### config.mk
export PLATFORM = sky130hd
export DESIGN_NAME = regfile_dump_ctrl_flat
export DESIGN_NICKNAME = d
export VERILOG_FILES = /design/src/rtl/regfile_dump_if.sv /design/src/rtl/regfile_dump_ctrl.sv /design/src/flat_wrapper.sv
export SDC_FILE = /design/constraint.sdc
export NUM_CORES = 1
export LEC_CHECK = 0
export BUFFER_PORTS_ARGS = -buffer_cell sky130_fd_sc_hd__buf_2
export CAP_MARGIN = 25
export CELL_PAD_IN_SITES_DETAIL_PLACEMENT = 0
export CELL_PAD_IN_SITES_GLOBAL_PLACEMENT = 1
export CORE_MARGIN = 10
export CORE_UTILIZATION = 38
export CTS_CLUSTER_SIZE = 40
export DETAILED_ROUTE_END_ITERATION = 16
export GPL_TIMING_DRIVEN = 1
export PLACE_DENSITY = 0.9
export SYNTH_ARGS = -nofsm -noshare
export SYNTH_HDL_FRONTEND = slang
export SYNTH_SLANG_ARGS = --single-unit
export TNS_END_PERCENT = 10
### constraint.sdc
create_clock -name clk -period 3.2 [get_ports clk]
set_input_delay 0 -clock clk [delete_from_list [all_inputs] [get_ports clk]]
set_output_delay 0 -clock clk [all_outputs]
set_load 0.01 [all_outputs]
### src/rtl/regfile_dump_if.sv
// +--------------------------------------------------------------------------+
// | regfile_dump_if : valid/ready beat stream for register-file dump words     |
// | Revision: 1.0                                                             |
// +--------------------------------------------------------------------------+
`default_nettype none

interface regfile_dump_if #(
    parameter int DATA_W = 16,
    parameter int ADDR_W = 3
);
    logic              valid;
    logic              ready;
    logic [DATA_W-1:0] data;
    logic [ADDR_W-1:0] addr;
    logic              last;
    logic              sum;

    modport master (output valid, data, addr, last, sum, input ready);
    modport slave  (input valid, data, addr, last, sum, output ready);
endinterface

`default_nettype wire

### src/rtl/regfile_dump_ctrl.sv
// +--------------------------------------------------------------------------+
// | regfile_dump_ctrl : walks the register file in pairs and streams every     |
// | word out. Optional trailing XOR checksum beat: REGDUMP_CHECKSUM_EN         |
// | Revision: 1.0                                                             |
// +--------------------------------------------------------------------------+
`default_nettype none

module regfile_dump_ctrl #(
    parameter int NUM_REGS = 8,
    parameter int DATA_W   = 16,
    parameter int ADDR_W   = 3
) (
    input  wire logic              clk,
    input  wire logic              reset,
    input  wire logic              start,
    output logic [ADDR_W-1:0]      rs,
    output logic [ADDR_W-1:0]      rt,
    input  wire logic [DATA_W-1:0] outR0,
    input  wire logic [DATA_W-1:0] outR1,
    output logic                   busy,
    output logic                   done,
    regfile_dump_if.master         dout
);

    localparam logic [ADDR_W-1:0] LAST_K = ADDR_W'(NUM_REGS / 2 - 1);

    typedef enum logic [2:0] {
        ST_IDLE  = 3'd0,
        ST_ISSUE = 3'd1,
        ST_SEND0 = 3'd2,
        ST_SEND1 = 3'd3,
        ST_SUM   = 3'd4,
        ST_DONE  = 3'd5
    } state_t;

    state_t            state_q, state_d;
    logic [ADDR_W-1:0] rs_q, rs_d;
    logic [ADDR_W-1:0] rt_q, rt_d;
    logic [ADDR_W-1:0] k_q, k_d;
    logic [DATA_W-1:0] buf0_q, buf0_d;
    logic [DATA_W-1:0] buf1_q, buf1_d;
`ifdef REGDUMP_CHECKSUM_EN
    logic [DATA_W-1:0] acc_q, acc_d;
`endif

    assign rs = rs_q;
    assign rt = rt_q;

    always_ff @(posedge clk) begin
        if (reset) begin
            state_q <= ST_IDLE;
            rs_q    <= '0;
            rt_q    <= '0;
            k_q     <= '0;
            buf0_q  <= '0;
            buf1_q  <= '0;
`ifdef REGDUMP_CHECKSUM_EN
            acc_q   <= '0;
`endif
        end else begin
            state_q <= state_d;
            rs_q    <= rs_d;
            rt_q    <= rt_d;
            k_q     <= k_d;
            buf0_q  <= buf0_d;
            buf1_q  <= buf1_d;
`ifdef REGDUMP_CHECKSUM_EN
            acc_q   <= acc_d;
`endif
        end
    end

    always_comb begin
        state_d    = state_q;
        rs_d       = rs_q;
        rt_d       = rt_q;
        k_d        = k_q;
        buf0_d     = buf0_q;
        buf1_d     = buf1_q;
`ifdef REGDUMP_CHECKSUM_EN
        acc_d      = acc_q;
`endif
        busy       = 1'b0;
        done       = 1'b0;
        dout.valid = 1'b0;
        dout.data  = '0;
        dout.addr  = '0;
        dout.last  = 1'b0;
        dout.sum   = 1'b0;

        case (state_q)
            ST_IDLE: begin
                if (start) begin
                    state_d = ST_ISSUE;
                    rs_d    = '0;
                    rt_d    = ADDR_W'(1);
                    k_d     = '0;
`ifdef REGDUMP_CHECKSUM_EN
                    acc_d   = '0;
`endif
                end
            end
            // Both read ports are sampled here; later writes cannot reach the beats
            ST_ISSUE: begin
                busy    = 1'b1;
                buf0_d  = outR0;
                buf1_d  = outR1;
                state_d = ST_SEND0;
            end
            ST_SEND0: begin
                busy       = 1'b1;
                dout.valid = 1'b1;
                dout.data  = buf0_q;
                dout.addr  = rs_q;
                if (dout.ready) begin
                    state_d = ST_SEND1;
`ifdef REGDUMP_CHECKSUM_EN
                    acc_d   = acc_q ^ buf0_q;
`endif
                end
            end
            ST_SEND1: begin
                busy       = 1'b1;
                dout.valid = 1'b1;
                dout.data  = buf1_q;
                dout.addr  = rt_q;
`ifndef REGDUMP_CHECKSUM_EN
                dout.last  = (k_q == LAST_K);
`endif
                if (dout.ready) begin
`ifdef REGDUMP_CHECKSUM_EN
                    acc_d = acc_q ^ buf1_q;
`endif
                    if (k_q == LAST_K) begin
`ifdef REGDUMP_CHECKSUM_EN
                        state_d = ST_SUM;
`else
                        state_d = ST_DONE;
`endif
                    end else begin
                        k_d     = k_q + ADDR_W'(1);
                        rs_d    = rs_q + ADDR_W'(2);
                        rt_d    = rt_q + ADDR_W'(2);
                        state_d = ST_ISSUE;
                    end
                end
            end
`ifdef REGDUMP_CHECKSUM_EN
            ST_SUM: begin
                busy       = 1'b1;
                dout.valid = 1'b1;
                dout.data  = acc_q;
                dout.sum   = 1'b1;
                dout.last  = 1'b1;
                if (dout.ready) begin
                    state_d = ST_DONE;
                end
            end
`endif
            ST_DONE: begin
                done    = 1'b1;
                state_d = ST_IDLE;
            end
            default: begin
                state_d = ST_IDLE;
            end
        endcase
    end

endmodule

`default_nettype wire

### src/flat_wrapper.sv
// flat-port wrapper written by rule: the top's interface ports become plain ports
module regfile_dump_ctrl_flat 
#(
    parameter int NUM_REGS = 8,
    parameter int DATA_W   = 16,
    parameter int ADDR_W   = 3
)
  (clk, reset, start, rs, rt, outR0, outR1, busy, done, dout_valid, dout_data, dout_addr, dout_last, dout_sum, dout_ready);
  regfile_dump_if #(.DATA_W(DATA_W), .ADDR_W(ADDR_W)) dout_i ();
  input  wire logic clk;
  input  wire logic reset;
  input  wire logic start;
  output logic [ADDR_W-1:0] rs;
  output logic [ADDR_W-1:0] rt;
  input  wire logic [DATA_W-1:0] outR0;
  input  wire logic [DATA_W-1:0] outR1;
  output logic busy;
  output logic done;
  output wire logic [$bits(dout_i.valid)-1:0] dout_valid;
  output wire logic [$bits(dout_i.data)-1:0] dout_data;
  output wire logic [$bits(dout_i.addr)-1:0] dout_addr;
  output wire logic [$bits(dout_i.last)-1:0] dout_last;
  output wire logic [$bits(dout_i.sum)-1:0] dout_sum;
  input wire logic [$bits(dout_i.ready)-1:0] dout_ready;
  assign dout_valid = dout_i.valid;
  assign dout_data = dout_i.data;
  assign dout_addr = dout_i.addr;
  assign dout_last = dout_i.last;
  assign dout_sum = dout_i.sum;
  assign dout_i.ready = dout_ready;
  regfile_dump_ctrl #(.NUM_REGS(NUM_REGS), .DATA_W(DATA_W), .ADDR_W(ADDR_W)) u_core (.clk(clk), .reset(reset), .start(start), .rs(rs), .rt(rt), .outR0(outR0), .outR1(outR1), .busy(busy), .done(done), .dout(dout_i));
endmodule
==> results.md <==
- Cell taking the most area after synthesis: dfxtp_1
- Synth Flop Type: dfxtp_1
- Met1 usage in global routing: 15.21%
- DR pass1 iterations: 4
- Grt met3 use: 4.527%
- Post-DP HPWL: 3506 µm
- Met2 Usage GRT: 19.99%
- Global-route wire length before repair: 8721 µm
- Crit path max fanout: 19
- Post-layout min period: 2035 ps
- Most frequent cells in the layout: nand2_1 (65), buf_2 (63), dfxtp_1 (43)
- CTS tree: yes
- Clk_lat worst skew: 300 ps
- Hold_ws: 297.0 ps
- VDD IR max: 0.2684 mV
- RSZ-0062 raised after global routing: false
- Syn-to-layout area delta: 41.83%
- Setup Skew: 6.292 ps
- Clock Tree Root: clkbuf_8
- Starting density of the core: 40.05%
- Pwr per Cell Area: 451.4 nW/µm²
- Dpl ws: 1324 ps
- Row count: 25
- CP max-delay cell: dfxtp_1
- Worst path bufs/invs: 3
- Final setup margin: 1165 ps
- H-tree depth: 2
- Final nets: 365
- Max cap viols: 0
- Crit path top cell by count: inv_2
- Critical Path AT: 2040 ps
- Via Count: 1,861
- Share of cells above drive strength 1: 24.70%
- Post-synth EDFFs: 0
- Drt drc: 0
- Final Hold Violating Endpoints: 0
- Delay-heaviest family, CP: simple AND/OR/NAND/NOR gates
- GRT Overall Usage: 12.53%
- WL/cell: 13.48 µm
- Crit path required time: 3200 ps
- CP Capture Type: output pin
- Clk buf depth: 2
- Top cells by area in the synthesized netlist: dfxtp_1 (45%), nand2_1 (13%), mux2i_1 (9.9%)
- Routability cong.: 0.7367
- Filler Cells Inserted: 480
- Ant diodes: 0
- GR peak layer: met2
- Core region area: 4817 µm²
- Post-synthesis cell count: 239
- Post-synth cell types: 31
- Average cell area after synthesis: 8.073 µm²
- Outcome: finished, final reports clean
- Setup Fix Bufs, Post-CTS: 0
- Routed WL: 5324 µm
- Largest net degree at the start of global routing: 46
- Mapped Area: 1929 µm²
- Crit path kind: flop to output pin
- DIE WIDTH: 91.26 µm
- CP Cell Sequence: inv_2 > nand2_1 > inv_2 > and3_1 > buf_2
- Crit-path max cell delay: 570 ps
- Via/cell ratio: 4.711
- Leakage: 1.145 nW
- Synth Register Bits: 43
- Io pins: 66
- Warnings, synthesis: 0
- Detailed router's first-iteration violation count: 82
- CTS clk-pin slew, worst paths: 80 ps
- IO Port Bufs: 63
- Critical Path Start Type: flop
- Total grt overflow: 0
- Num CTS Buffers: 5
- Top-area cell type share of the netlist area: 44.62%
- Register area share after synthesis: 44.62%
- Endpoints failing setup: 0
- Relative slew slack: 46.16%
- Fin. max-slew vios: 0
- Vias in the first global route: 1,848
- Class of the worst hold path: primary input to flop
- Commonest non-fill, non-tap cell in the layout: nand2_1
- Worst slew pin tran: 807.6 ps
- Die Ht: 91.26 µm
- Antenna violations before repair: 0
- Full die area: 8327 µm²
- Total power: 1.235 mW
- Final ANT Viol Nets: 0
- Fin crit share: 63.60%
- Sink Count: 43
- Post-synth ARST share: 0%
- Setup TNS: 0 ps
- F_max: 491.3 MHz
-- worst paths after layout --
path / from / endpoint / slack, ps / cells after the start
setup / recovery: u_core.state_q[2] / dout_last / 1160 / 5
hold / removal: reset / u_core.rt[0] / 300 / 2
setup reg to reg: u_core.state_q[0] / u_core.buf1_q[1] / 1340 / 4
hold reg to reg: u_core.buf0_q[2] / u_core.buf0_q[2] / 460 / 2
-- per-layer routing --
metal	vias up	routed length [µm]
met5	-	0
li1	967	-
met3	7	340
met4	0	76
met2	55	2417
met1	832	2490
-- per-stage QoR --
step                instance area [µm²]  instances  utilization, %
floorplan                          1933        240               -
global placement                   2251        352           46.73
detailed placement                 2251        352           46.73
CTS                                2709        394           56.23
global route                       2736        395           56.81
finish                             2736        395           56.81
-- cells in the mapped netlist (2+ instances only) --
cell type and count:
a21oi_1 35, buf_2 10, nor2_1 22, clkbuf_1 7, mux2i_1 19, buf_4 2, inv_2 2, ha_1 2
a211oi_1 6, and3_1 3, a31oi_1 3, o21a_1 2, dfxtp_1 43, nand2_1 65, and3b_1 2
-- area by class of cell --
class	count	area [µm²]	area share, %
timing repair buffer	100	698.2	25.51
inverter	3	11.26	0.4115
clock buffer	6	82.58	3.018
multi-input combinational	174	964.7	35.25
tap	67	83.83	3.064
sequential	43	860.8	31.46
clock inverter	2	35.03	1.280
-- repair_timing --
action / 4_1_cts / 5_1_grt
gates resized for setup: 0 / 0
hold buffers: 34 / 0
hold endpoints to repair: 34 / 0
setup endpoints to repair: 0 / 0
-- worst register-to-register path, delay by kind of cell (launching register included) --
family / cells / cell delay, ps
flops: 1 / 600
buf+inv: 1 / 340
compound gates: 1 / 120
simple gates: 2 / 720
-- sequential cells by signal (all words and copies together), names as in the netlist --
register        cells
u_core.buf1_q      16
u_core.rs           2
u_core.k_q          3
u_core.state_q      3
u_core.buf0_q      16
u_core.rt           3
-- cells by family (layout without fill, tap and decap cells) --
group | after synthesis | after routing | synth area share, %
adder cells (fa/ha/maj) | 2 | 2 | 1.297
other | 1 | 2 | 0.1944
multiplexers | 20 | 20 | 10.64
AO/OA/AOI/OAI | 48 | 48 | 14.27
AND/OR/NAND/NOR | 102 | 102 | 23.09
buffers and inverters | 23 | 111 | 5.901
flip-flops | 43 | 43 | 44.62
-- where the power goes --
part	switching (mW)	total (mW)	leakage [nW]	internal (mW)
Clock	0.189	0.441	0.0612	0.253
Combinational	0.107	0.208	0.734	0.101
Sequential	0.0217	0.586	0.350	0.564
Note: power is estimated with default switching activity, not from simulation.
